### src/rtl/vga_pkg.sv
// Shared definitions for the VGA rectangle scheduler: frame geometry,
// the rectangle descriptor layout and the commit FSM state encoding.
package vga_pkg;

  localparam int H_ACTIVE = 640;
  localparam int H_TOTAL  = 800;
  localparam int V_ACTIVE = 480;
  localparam int V_TOTAL  = 525;

  // Coordinate widths baked into the descriptor layout.
  localparam int RECT_XW = 10;
  localparam int RECT_YW = 10;

  typedef struct packed {
    logic [RECT_XW-1:0] x0;
    logic [RECT_XW-1:0] x1;
    logic [RECT_YW-1:0] y0;
    logic [RECT_YW-1:0] y1;
    logic [2:0]         rgb;
    logic               en;
  } rect_t;

  typedef enum logic [1:0] {
    IDLE    = 2'd0,
    PENDING = 2'd1,
    APPLY   = 2'd2
  } state_t;

endpackage

### src/rtl/vga_rect_hit.sv
// Combinational coverage test of one rectangle against the current pixel.
// Inverted bounds (x0>x1 or y0>y1) can never satisfy both compares.
module vga_rect_hit
  import vga_pkg::*;
(
  input  rect_t              i_rect,
  input  logic [RECT_XW-1:0] i_pix_x,
  input  logic [RECT_YW-1:0] i_pix_y,
  output logic               o_hit
);

  logic w_in_x;
  logic w_in_y;

  assign w_in_x = (i_pix_x >= i_rect.x0) && (i_pix_x <= i_rect.x1);
  assign w_in_y = (i_pix_y >= i_rect.y0) && (i_pix_y <= i_rect.y1);
  assign o_hit  = i_rect.en && w_in_x && w_in_y;

endmodule

### src/rtl/vga_rect_scheduler.sv
// Double-banked rectangle overlay: descriptors are staged in a shadow bank and
// copied to the active bank at vblank; a 2-stage pixel pipeline picks a colour.
module vga_rect_scheduler
  import vga_pkg::*;
#(
  parameter int          NRECT  = 4,
  parameter int          XW     = 10,
  parameter int          YW     = 10,
  parameter logic [2:0]  BG_RGB = 3'b000,
  localparam int         IW     = (NRECT > 1) ? $clog2(NRECT) : 1
) (
  input  logic          clk,
  input  logic          rst,
  input  logic          pix_en,
  input  logic [XW-1:0] pix_x,
  input  logic [YW-1:0] pix_y,
  input  logic          pix_active,
  input  logic          vblank_start,
  input  logic          cfg_valid,
  output logic          cfg_ready,
  input  logic [IW-1:0] cfg_idx,
  input  logic [XW-1:0] cfg_x0,
  input  logic [XW-1:0] cfg_x1,
  input  logic [YW-1:0] cfg_y0,
  input  logic [YW-1:0] cfg_y1,
  input  logic [2:0]    cfg_rgb,
  input  logic          cfg_en,
  input  logic          commit,
  output logic          commit_pending,
  output logic          commit_done,
  output logic          vga_red,
  output logic          vga_green,
  output logic          vga_blue,
  output logic          hit,
  output logic [IW-1:0] hit_idx
);

  state_t          r_state;
  state_t          w_next_state;
  logic            w_cfg_wr;

  rect_t           r_shadow [NRECT];
  rect_t           r_active [NRECT];
  rect_t           w_cfg_rect;

  logic [NRECT-1:0] w_hit_vec;
  logic [NRECT-1:0] r_hit_vec;
  logic             r_act_d;
  logic             w_win_found;
  logic [IW-1:0]    w_win_idx;
  logic [2:0]       w_rgb;
  logic [2:0]       r_rgb;
  logic             r_hit;
  logic [IW-1:0]    r_hit_idx;

  assign w_cfg_rect = '{x0: cfg_x0, x1: cfg_x1, y0: cfg_y0, y1: cfg_y1,
                        rgb: cfg_rgb, en: cfg_en};

  // Commit FSM
  // NOTE: state registers use non-blocking (<=) so every flop samples pre-edge values; blocking here would create order-dependent races.
  always_ff @(posedge clk or posedge rst) begin
    if (rst) r_state <= IDLE;
    else     r_state <= w_next_state;
  end

  // NOTE: every output of this block gets a default first, so no path leaves a signal unassigned and no latch is inferred.
  always_comb begin
    w_next_state   = r_state;
    cfg_ready      = 1'b0;
    commit_pending = 1'b0;
    commit_done    = 1'b0;
    w_cfg_wr       = 1'b0;
    case (r_state)
      IDLE: begin
        cfg_ready = 1'b1;
        w_cfg_wr  = cfg_valid;
        if (commit) w_next_state = PENDING;
      end
      PENDING: begin
        commit_pending = 1'b1;
        if (vblank_start) w_next_state = APPLY;
      end
      APPLY: begin
        commit_done  = 1'b1;
        w_next_state = IDLE;
      end
      default: w_next_state = IDLE;
    endcase
  end

  // Descriptor banks. A write in the commit clk lands in shadow before APPLY copies it.
  // NOTE: these small banks are reset explicitly because an all-zero descriptor is the defined "disabled" state; larger RAMs normally are not.
  always_ff @(posedge clk or posedge rst) begin
    if (rst) begin
      for (int i = 0; i < NRECT; i++) begin
        r_shadow[i] <= '0;
        r_active[i] <= '0;
      end
    end else begin
      if (w_cfg_wr) r_shadow[cfg_idx] <= w_cfg_rect;
      if (r_state == APPLY) r_active <= r_shadow;
    end
  end

  for (genvar g = 0; g < NRECT; g++) begin : g_hit
    vga_rect_hit u_hit (
      .i_rect  (r_active[g]),
      .i_pix_x (pix_x),
      .i_pix_y (pix_y),
      .o_hit   (w_hit_vec[g])
    );
  end

  // Lowest index wins: scan downwards so the last assignment is the smallest hit.
  always_comb begin
    w_win_found = 1'b0;
    w_win_idx   = '0;
    for (int i = NRECT - 1; i >= 0; i--) begin
      if (r_hit_vec[i]) begin
        w_win_found = 1'b1;
        w_win_idx   = IW'(i);
      end
    end
  end

  always_comb begin
    w_rgb = 3'b000;
    if (w_win_found)  w_rgb = r_active[w_win_idx].rgb;
    else if (r_act_d) w_rgb = BG_RGB;
  end

  // Two pipeline stages, both advancing only on pixel strobes.
  always_ff @(posedge clk or posedge rst) begin
    if (rst) begin
      r_hit_vec <= '0;
      r_act_d   <= 1'b0;
      r_rgb     <= 3'b000;
      r_hit     <= 1'b0;
      r_hit_idx <= '0;
    end else if (pix_en) begin
      r_hit_vec <= w_hit_vec & {NRECT{pix_active}};
      r_act_d   <= pix_active;
      r_rgb     <= w_rgb;
      r_hit     <= w_win_found;
      r_hit_idx <= w_win_idx;
    end
  end

  assign vga_red   = r_rgb[2];
  assign vga_green = r_rgb[1];
  assign vga_blue  = r_rgb[0];
  assign hit       = r_hit;
  assign hit_idx   = r_hit_idx;

endmodule

### config.mk
export PLATFORM = sky130hd
export DESIGN_NAME = vga_rect_scheduler
export DESIGN_NICKNAME = d
export VERILOG_FILES = /design/src/rtl/vga_pkg.sv /design/src/rtl/vga_rect_hit.sv /design/src/rtl/vga_rect_scheduler.sv
export SDC_FILE = /design/constraint.sdc
export NUM_CORES = 1
export LEC_CHECK = 0
export BUFFER_PORTS_ARGS = -buffer_cell sky130_fd_sc_hd__buf_2
export CAP_MARGIN = 25
export CORE_MARGIN = 1
export CORE_UTILIZATION = 45
export DETAILED_ROUTE_END_ITERATION = 6
export SLEW_MARGIN = 20
export SYNTH_ARGS = -nofsm -noshare
export SYNTH_HDL_FRONTEND = slang
export SYNTH_SLANG_ARGS = --single-unit
### constraint.sdc
create_clock -name clk -period 22.4 [get_ports clk]
set_clock_uncertainty 0.2 [all_clocks]
set_input_delay 3.36 -clock clk [delete_from_list [all_inputs] [get_ports clk]]
set_output_delay 3.36 -clock clk [all_outputs]
set_load 0.1 [all_outputs]
; ---- After elaboration in Yosys (flattened, before gate mapping)
; Index checks and enable logic that the tools add are counted.
[word_totals]
output_inout_bits = 9
ff_bits = 364
in_bits = 73
elab_cells = 120
[classes]
bitwise = 3
n_lt_le_gt_ge = 19
eq_ne = 4
n_reduce_logical = 19
muxes = 22
[ops]
columns = operator, n
row1 = $bwmux 176, 1
row2 = $bmux 44 s2, 1
row3 = $demux 44 s2, 1
row4 = $ge 10x10->1, 8
row5 = $le 10x10->1, 8
row6 = $mux 44, 1
row7 = $logic_and 1x1->1, 17
row8 = $mux 2, 6
row9 = $mux 1, 8
row10 = $mux 4, 2
row11 = $ge 3x3->1 const B, 2
row12 = $not 2->3, 2
row13 = $and 4x4->4, 1
row14 = $ne 2x2->1 const B, 2
row15 = $pmux 2 s2, 1
row16 = $lt 3x1->1 const B, 1
row17 = $mux 3, 1
row18 = $eq 2x1->1 const B, 1
row19 = $eq 2x2->1 const B, 1
row20 = $logic_not 2->1, 1
row21 = $reduce_and 2->1, 1

; ---- Longest topological paths before layout
; Gate-level depths: netlist of the first run.
[depth]
ltp_word = 9
ltp_mapped = 8

; ---- Cells and area by module
; From an unflattened synthesis of the first run, not the netlist that was laid out.
[hier_totals]
hier_cells = 1717
hier_area_um2 = 18282.5
[by_module_without_submodules]
columns = module, seq_area_each_um2, instances, area_each_um2, cells_per_inst
row1 = vga_rect_scheduler, 9108.7, 1, 14183.6, 1177
row2 = vga_rect_hit, 0.0, 4, 1024.7, 135

; ---- Worst setup path before layout of the first run
; No wires, ideal clock.
[synth_timing]
kind = register -> output
startpoint = register r_state[0]
endpoint = output commit_done
path_buffers = 3
setup_slack_ns = 16.788
required_time_ns = 18.840
path_stages_with_launch = 6
arrival_time_ns = 2.052
cell_sequence = dfrtp_1 nand2b_1 clkbuf_1 clkinv_1 clkbuf_1 clkbuf_1
[synth_between]
elab_chain_cells = 2
[synth_lines]
columns = item, line
row1 = "start, declared", vga_rect_scheduler.sv:38  ; state_t r_state;
row2 = "start signal, assigned", vga_rect_scheduler.sv:63  ; else r_state <= w_next_state;
row3 = $eq 2x2->1, vga_rect_scheduler.sv:73  ; case (r_state)
row4 = $mux 1, vga_rect_scheduler.sv:73
row5 = "end, declared", vga_rect_scheduler.sv:30  ; output logic commit_done,
; No other way between the ends.

; ---- Final worst setup path of the first run
; Same ends and word-level chain as after synthesis.

==> results.md, run 1 <==
- Yosys top cell by area: dfrtp_1
- Clock slew at reported path FFs: 0.06 ns
- Final estimated routing congestion in global placement: 0.847
- Yosys warning count: 0
- Vert. Die Dim: 197 um
- Synth cell count leaders: 364 x dfrtp_1, 268 x nand2_1, 178 x mux2_2
- CP Launch Point: r_state[0]
- Residual DRC: 2
- CTS Buf Count: 41
- DRT iter0 DRCs: 601
- Worst Reg-to-Reg Cells: 7
- Via density: 5.23
- Critical Path Stages: 4
- Maxcap violations: 0
- Site row count: 71
- Post-synth EDFFs: 0
- CP top delay family: buffers and inverters
- Syn avg cell area: 11.0 um2
- CP Capture Type: output pin
- CTS tree: done
- Largest net degree at the start of global routing: 187
- Largest stage delay on the critical path: 0.54 ns
- Worst EP required: 18.84 ns
- # IOs: 82
- Vias in the first global route: 11700
- CTS hold repair buffers: 0
- Reg-to-Reg Start: r_state[0]
- Worst-Margin Slew: 1.06 ns
- Port Buf Inserts: 81
- Seq/Total Area, Yosys: 53.3%
- Period utilization: 26.5%
- Final Setup Violations: 0
- Routed Antenna Nets: 0
- Via count: 11300
- Min Tclk post-route: 5.94 ns
- CP bufs+invs: 3
- Post-Place Cell Area: 18000 um2
- Fmax: 168 MHz
- Seq cells post-synth: 364
- Detail Placement HPWL: 26900 um
- Worst setup SP type: register
- Top_reg_cell synth: dfrtp_1
- Fraction of registers with async set/reset: 100%
- Normalized max-slew margin: 29.2%
- Setup TNS: 0 ns
- Slowest cell on crit path: buf_2
- CP Cell Sequence: nand2b_1, buf_4, inv_8, buf_2
- Mapped Area: 17100 um2
- Initial antenna violation count: 1
- Hold WS: 0.255 ns
- Root Buffer: clkbuf_16
- Clk_lat worst skew: 0.55 ns
- Syn nets: 1781
- Global-route wire length before repair: 65500 um
- Number of gates resized after cts: 0
- Starting Density: 45.6%
- RSZ-0062 raised after global routing: false
- ANT cells: 0
- First-pass DRT Iterations: 7
- R2R Setup Slk: 18.74 ns
- Final hold vios: 0
- Reg-to-Reg End: r_active[153]
- Synth top area share: 53.3%
- Final nets: 1858
- Final Slew Violations: 0
- Setup slack after layout: 16.46 ns
- CORE AREA: 37500 um2
- Max rail drop VDD: 0.0933 mV
- Worst hold path class: register to register
- Synth Instances: 1548
- Netlist cell types: 39
- Die W: 197 um
- Layout cells sized above 1: 20.3%
- # Post-CTS Setup Buffers: 0
- Final WL: 40100 um
- Routed wire per std cell: 18.5 um
- Critical path class: register to output pin
- Failing checks: design-rule violations
- Status: finished with violations
- Leak Pwr: 0.00911 uW
- Worst-path maximum fanout: 125
- Synth area leaders: dfrtp_1 53%, mux2_2 12%, ha_1 12%
- H-tree Lvls: 2
- Pwr dens: 127 nW/um2
- CP arrival: 2.38 ns
- Most common cell in the netlist: dfrtp_1
- Synth-to-Final Area Change: 13.1%
- PnR Total Power: 2460 uW
- Grt total ovfl: 0
- Gr usage total: 21.9%
- Setup crit end: commit_done
- Design area: 19300 um2
- Clk sinks: 364
- Pre-CTS setup slack: 16.72 ns
- CTS max path bufs: 3
- Die ar.: 38800 um2
## through the flow
stage	cells	utilization, %
5_1_grt	2164	51.6
4_1_cts	2164	51.6
2_1_floorplan	1548	-
3_5_place_dp	2093	48.1
6_report	2164	51.6
3_3_place_gp	2093	48.1
## report_power, final
| group | internal (uW) | switching [uW] | leakage, uW | total [uW] |
|---|---|---|---|---|
| clock | 389 | 265 | 0.000637 | 654 |
| sequential | 954 | 119 | 0.00452 | 1070 |
| combinational | 323 | 409 | 0.00396 | 732 |
## per-layer routing
metal | GRT usage [%] | part of all wire, % | vias to the layer above
met5 | 0 | 0.025 | -
met4 | 5.91 | 2.3 | 2
met3 | 3.37 | 3.7 | 62
met2 | 36.9 | 49 | 176
met1 | 29.3 | 45 | 5631
li1 | - | - | 5437
## placed cells by master, fill, tap and decap left out, drive strengths merged, types with 2 or more instances in the layout
cell	instances
a211o	2
o2111ai	5
nand2	268
inv	158
o32ai	2
nand2b	9
a211oi	19
nand3	15
nor3	8
mux4	3
a31oi	5
mux2	178
nor4	2
nand4	13
a21oi	34
and3	3
a22o	5
nor2b	10
dfrtp	364
a21o	24
o211ai	2
clkinv	4
o21ai	164
buf	90
o31a	2
a221o	3
clkbuf	64
nor2	20
and4	5
a221oi	4
ha	160
o41ai	2
## registers in the layout, indices dropped and copies added (netlist names)
name       cells
r_active     176
r_shadow     176
hit            1
r_rgb          3
r_state        2
hit_idx        2
r_hit_vec      4
## worst min-delay path, delay by kind of cell, from the launching register on
kind,cells,cell delay (ns)
flops,1,0.34
simple gates,2,0.10
## area by class of cell
type / instances / area, um2
repair buffers: 90 / 489
flip-flops and latches: 364 / 9110
multi-input cells: 971 / 7190
fillers: 3430 / 18200
inverters: 157 / 604
clock inverters: 7 / 66.3
clock buffers: 64 / 1230
well taps: 511 / 639
## worst min-delay path by stage
stage	from	end	slack [ns]	cells past startpoint
floorplan	r_shadow[0]	r_active[0]	0.23	2
global placement	r_shadow[102]	r_active[102]	0.24	2
detailed placement	r_shadow[2]	r_active[2]	0.25	2
CTS	r_shadow[112]	r_active[112]	0.25	2
global route	r_shadow[68]	r_active[68]	0.28	2
finish	r_shadow[112]	r_active[112]	0.26	2
## cell families after synthesis
kind of cell / count (synthesis) / synth area share (%)
DFF: 364 / 53.3
and+or+nand+nor: 355 / 8.75
AOI/OAI and AO/OA: 275 / 9.40
buffers and inverters: 213 / 4.75
muxes: 181 / 12.1
adders and majority gates: 160 / 11.7
Note: power is estimated with default switching activity, not from simulation.
==> run 2: changes to the inputs <==
==> constraint.sdc (replaced) <==
create_clock -name clk -period 5.3 [get_ports clk]
set_clock_uncertainty 0.2 [all_clocks]
set_input_delay 0.795 -clock clk [delete_from_list [all_inputs] [get_ports clk]]
set_output_delay 0.795 -clock clk [all_outputs]
set_load 0.1 [all_outputs]
==> run 2 against run 1 <==
  * The run now ends clean
  * First-iteration DRC count shrank 8.3%
  * Clock power grew to 4.5 times the previous value
  * Count of clock-buffer cells in the layout fell by 13
  * Non-clock buffer count is 2 higher
  * Wire length is 1.2% lower
  * Register-to-register slack worse by 16 ns
  * Sequential share of layout area down 0.35 points
  * Critical path type unchanged
  * Largest cell class unchanged
==> results.md, run 2 (synthesis gave the netlist of run 1 again) <==
- Worst-path maximum fanout: 120
- Maxcap violations: 0
- Final estimated routing congestion in global placement: 0.802
- H-tree Lvls: 2
- Worst setup SP type: register
- Final core occ: 52.0%
- Synth-to-Final Area Change: 13.9%
- CORE AREA: 37500 um2
- CTS Buf Count: 39
- CP Cell Sequence: nand2b_1, buf_4, inv_8, buf_2
- Status: finished, final reports clean
- Residual DRC: 0
- First-pass DRT Iterations: 7
- Sw Ratio: 31.4%
- Pwr dens: 544 nW/um2
- Vias in the first global route: 11700
- Starting Density: 45.6%
- Via density: 5.24
- Port Buf Inserts: 81
- Vert. Die Dim: 197 um
- # Post-CTS Setup Buffers: 0
- Fmax: 292 MHz
- Site row count: 71
- Routed Antenna Nets: 0
- PnR Total Power: 10600 uW
- Pint: 7270 uW
- CP top delay family: buffers and inverters
- Period utilization: 64.6%
- FILL cells: 3378
- CTS tree: done
- Critical path class: register to output pin
- Most common cell after layout, fill and taps aside: dfrtp_1
- Detail Placement HPWL: 26500 um
- Routed wire per std cell: 18.3 um
- Pre-CTS setup slack: 2.12 ns
- Die ar.: 38800 um2
- Clock slew at reported path FFs: 0.06 ns
- Global-route wire length before repair: 64600 um
- Most frequent cells in the layout: 364 x dfrtp_1, 267 x nand2_1, 178 x mux2_2
- Worst EP required: 4.30 ns
- Hold WS: 0.0210 ns
- Via count: 11300
- Worst hold path class: input pin to async pin
- CTS max path bufs: 3
- Layout cells sized above 1: 20.7%
- Clk pwr share: 28.0%
- Sequential power share: 42.9%
- Max rail drop VDD: 0.395 mV
- Final WL: 39600 um
- DRT iter0 DRCs: 551
- Largest registers: r_active (176), r_shadow (176), r_hit_vec (4)
- Clk_lat worst skew: 0.53 ns
- Root Buffer: clkbuf_16
- Gr usage total: 21.5%
- Worst-Margin Slew: 1.01 ns
- Number of gates resized after cts: 0
- Clk sinks: 364
- Grt total ovfl: 0
- CTS hold repair buffers: 0
- Logic pwr share: 29.1%
- Largest net degree at the start of global routing: 203
- Largest stage delay on the critical path: 0.54 ns
- Final Slew Violations: 0
- CP arrival: 2.43 ns
- Initial antenna violation count: 0
- Setup slack after layout: 1.87 ns
- CP Capture Type: output pin
- CP bufs+invs: 3
- Final Setup Violations: 0
- Min Tclk post-route: 3.43 ns
- # IOs: 82
- RSZ-0062 raised after global routing: false
- ANT cells: 0
- Final hold vios: 0
- Leak Pwr: 0.00918 uW
- Setup TNS: 0 ns
- Normalized max-slew margin: 32.0%
- Die W: 197 um
- NetSw: 3330 uW
- Slowest cell on crit path: buf_2
- Final nets: 1858
-- run 2: final timing paths --
kind	from	slack, ns	cells after the start	end
max	r_state[0]	1.87	4	commit_done
min	rst	0.02	2	r_active[157]
max reg2reg	r_state[0]	2.55	5	r_active[154]
min reg2reg	r_shadow[89]	0.26	2	r_active[89]
max in group asynchronous	rst	3.76	4	r_active[3]
min in group clk	vblank_start	0.25	2	r_state[0]
-- run 2: worst reg2reg max path: stages (launching register included) --
cell and delay [ns]:
dfrtp_1 0.41, nand2b_1 0.15, buf_4 0.27, inv_8 0.52, buf_12 0.52, o21ai_0 0.51
-- run 2: metal layers --
layer	track usage, %	share of wire [%]	up-vias
li1	-	-	5428
met1	29.1	47	5682
met2	36.3	48	157
met3	2.98	3.0	54
met4	5.71	2.1	0
met5	0	0	-
-- run 2: power groups by stage --
| stage | clock [uW] | combinational, uW | sequential, uW |
|---|---|---|---|
| after floorplan | 0 | 2310 | 4480 |
| after detailed placement | 0 | 3110 | 4580 |
| after global placement | 0 | 3000 | 4540 |
| after global routing | 3150 | 3550 | 4690 |
| final | 2970 | 3090 | 4540 |
| after CTS | 3040 | 3130 | 4540 |
-- run 2: through the flow --
step / cells / instance area [um2]
floorplan: 1548 / 17100
global placement: 2094 / 18100
detailed placement: 2094 / 18100
CTS: 2160 / 19500
global route: 2161 / 19500
finish: 2161 / 19500
-- run 2: cell type report --
type | count | area, um2 | share of cell area, %
sequential | 364 | 9110 | 46.8
clock inverter | 15 | 278 | 1.43
timing repair buffer | 92 | 538 | 2.76
clock buffer | 51 | 1120 | 5.77
tap | 511 | 639 | 3.28
multi-input combinational | 971 | 7190 | 36.9
inverter | 157 | 601 | 3.08
==> run 3: changes to the inputs <==
==> constraint.sdc (replaced) <==
create_clock -name clk -period 3 [get_ports clk]
set_clock_uncertainty 0.2 [all_clocks]
set_input_delay 0.45 -clock clk [delete_from_list [all_inputs] [get_ports clk]]
set_output_delay 0.45 -clock clk [all_outputs]
set_load 0.1 [all_outputs]
==> run 3 against run 2 <==
  * Count of clock-buffer cells in the layout up 9
  * Sequential cell count did not move
  * Via count increased by 1.6%
  * Sequential power increased by 76%
  * Global-route usage increased by 0.078 points
  * Non-clock buffer count is 51 higher
  * First-iteration DRC count decreased by 15%
  * Critical path depth is 1 lower
  * Cell count increased by 2.6%
  * Core utilization up 1.4 points
  * Worst hold slack lost 0.0051 ns
  * Largest cell class unchanged
  * Largest power group unchanged
==> results.md, run 3 (synthesis gave the netlist of run 1 again) <==
- Min Tclk post-route: 2.55 ns
- Detail Placement HPWL: 27000 um
- Status: finished, final reports clean
- Most frequent cells in the layout: 364 x dfrtp_1, 267 x nand2_1, 178 x mux2_2
- Max rail drop VDD: 0.586 mV
- Sequential power share: 43.3%
- Logic pwr share: 30.1%
- DRT iter0 DRCs: 469
- Layout cells sized above 1: 20.6%
- Multi-input combinational cell area: 7190 um2
- Port Buf Inserts: 81
- FILL cells: 3320
- Root Buffer: clkbuf_16
- # IOs: 82
- Worst EP required: 2.35 ns
- Setup TNS: 0 ns
- Final Setup Violations: 0
- Routed wire per std cell: 17.9 um
- Largest stage delay on the critical path: 0.42 ns
- CTS Buf Count: 41
- Residual DRC: 0
- Starting Density: 45.6%
- Die ar.: 38800 um2
- CP Cell Sequence: nand2b_1, inv_8, buf_12
- Leak Pwr: 0.00940 uW
- Normalized max-slew margin: 57.7%
- Largest net degree at the start of global routing: 85
- Sw Ratio: 31.9%
- Design area: 20000 um2
- Grt total ovfl: 0
- First-pass DRT Iterations: 5
- H-tree Lvls: 2
- NetSw: 5910 uW
- Critical path class: register to output pin
- RSZ-0062 raised after global routing: false
- Number of gates resized after cts: 0
- Worst-path maximum fanout: 84
- Synth-to-Final Area Change: 16.9%
- Final estimated routing congestion in global placement: 0.800
- CTS tree: done
- Slowest cell on crit path: dfrtp_1
- Most common cell after layout, fill and taps aside: dfrtp_1
- Clk pwr share: 26.6%
- Final WL: 39800 um
- CORE AREA: 37500 um2
- Post-Place Cell Area: 18300 um2
- CP top delay family: buffers and inverters
- Worst-Margin Slew: 0.632 ns
- Clock slew at reported path FFs: 0.06 ns
- Pint: 12600 uW
- Via density: 5.19
- CP arrival: 1.90 ns
- Fmax: 392 MHz
- Worst setup SP type: register
- Gr usage total: 21.6%
- Clk sinks: 364
- Period utilization: 85.0%
- Global-route wire length before repair: 64400 um
- CP bufs+invs: 2
- Worst hold path class: input pin to register
- Vert. Die Dim: 197 um
- Die W: 197 um
- R2R Setup Slk: 0.57 ns
- CTS max path bufs: 3
- CP Capture Type: output pin
- Pwr dens: 926 nW/um2
- Largest registers: r_active (176), r_shadow (176), r_hit_vec (4)
- Final Slew Violations: 0
- Site row count: 71
- Initial antenna violation count: 2
- Sequential Area: 9110 um2
- Via count: 11500
- Final nets: 1911
- Maxcap violations: 0
- Final hold vios: 0
- Clk_lat worst skew: 0.55 ns
- Vias in the first global route: 11800
- Routed Antenna Nets: 0
run 3: cell types whose count changed in the layout (fill, tap and decap cells not counted), sizes merged:
cell and change:
dlygate4sd3 +41, buf +10, clkbuf +9, bufinv -6, inv +2, clkinvlp -1, diode +1
run 3: area by class of cell:
| type | instances | share of cell area, % |
|---|---|---|
| multi-input combinational | 971 | 36.0 |
| clock buffer | 60 | 6.05 |
| timing repair buffer | 143 | 5.63 |
| clock inverter | 10 | 0.551 |
| inverter | 157 | 3.00 |
| tap | 511 | 3.20 |
| antenna | 1 | 0.0125 |
| sequential | 364 | 45.6 |
run 3: power by group through the flow:
stage | Sequential [uW] | Clock [uW] | Combinational (uW)
4_1_cts | 8020 | 5060 | 5680
3_3_place_gp | 8030 | 0 | 5390
6_report | 8010 | 4920 | 5580
2_1_floorplan | 7920 | 0 | 4080
5_1_grt | 8280 | 5270 | 6360
3_5_place_dp | 8100 | 0 | 5580
run 3: worst register-to-register path, cell delays in order (launching register included):
cell	delay (ns)
dfrtp_1	0.35
inv_1	0.07
ha_1	0.23
a21o_1	0.16
a21o_1	0.17
a221o_1	0.35
a221o_1	0.31
a211o_1	0.31
a221oi_2	0.20
run 3: worst paths after layout:
kind,cells past startpoint,end,start
setup / recovery,3,commit_done,r_state[0]
hold / removal,2,r_shadow[60],cfg_y0[2]
setup reg to reg,8,r_hit_vec[0],r_active[159]
hold reg to reg,2,r_active[1],r_shadow[1]
max in group asynchronous,4,r_shadow[38],rst
min in group asynchronous,3,r_shadow[113],rst
run 3: metrics by stage:
stage                     worst slack (ns)  std cells  hold WS (ns)  utilization [%]  total power (uW)
final                                0.451       2217        0.0158             53.3             18500
after detailed placement             0.230       2105         0.247             48.7             13700
after CTS                            0.411       2216       0.00134             53.3             18800
after global routing                 0.351       2216        0.0108             53.3             19900
after floorplan                      -2.53       1548         0.233                -             12000
after global placement               0.248       2105         0.242             48.7             13400
run 3: per-layer routing:
layer  global-route usage, %  share of wire (%)  vias to the layer above
li1                        -                  -                     5551
met1                    28.0                 45                     5737
met4                    6.37                2.0                        2
met3                    2.84                3.2                       51
met5                       0              0.033                        -
met2                    37.7                 50                      163
run 3: repair_timing:
action / CTS / global route
endpoints found under the hold margin: 157 / 0
hold buffers: 41 / 0
buffers inserted: 0 / 0
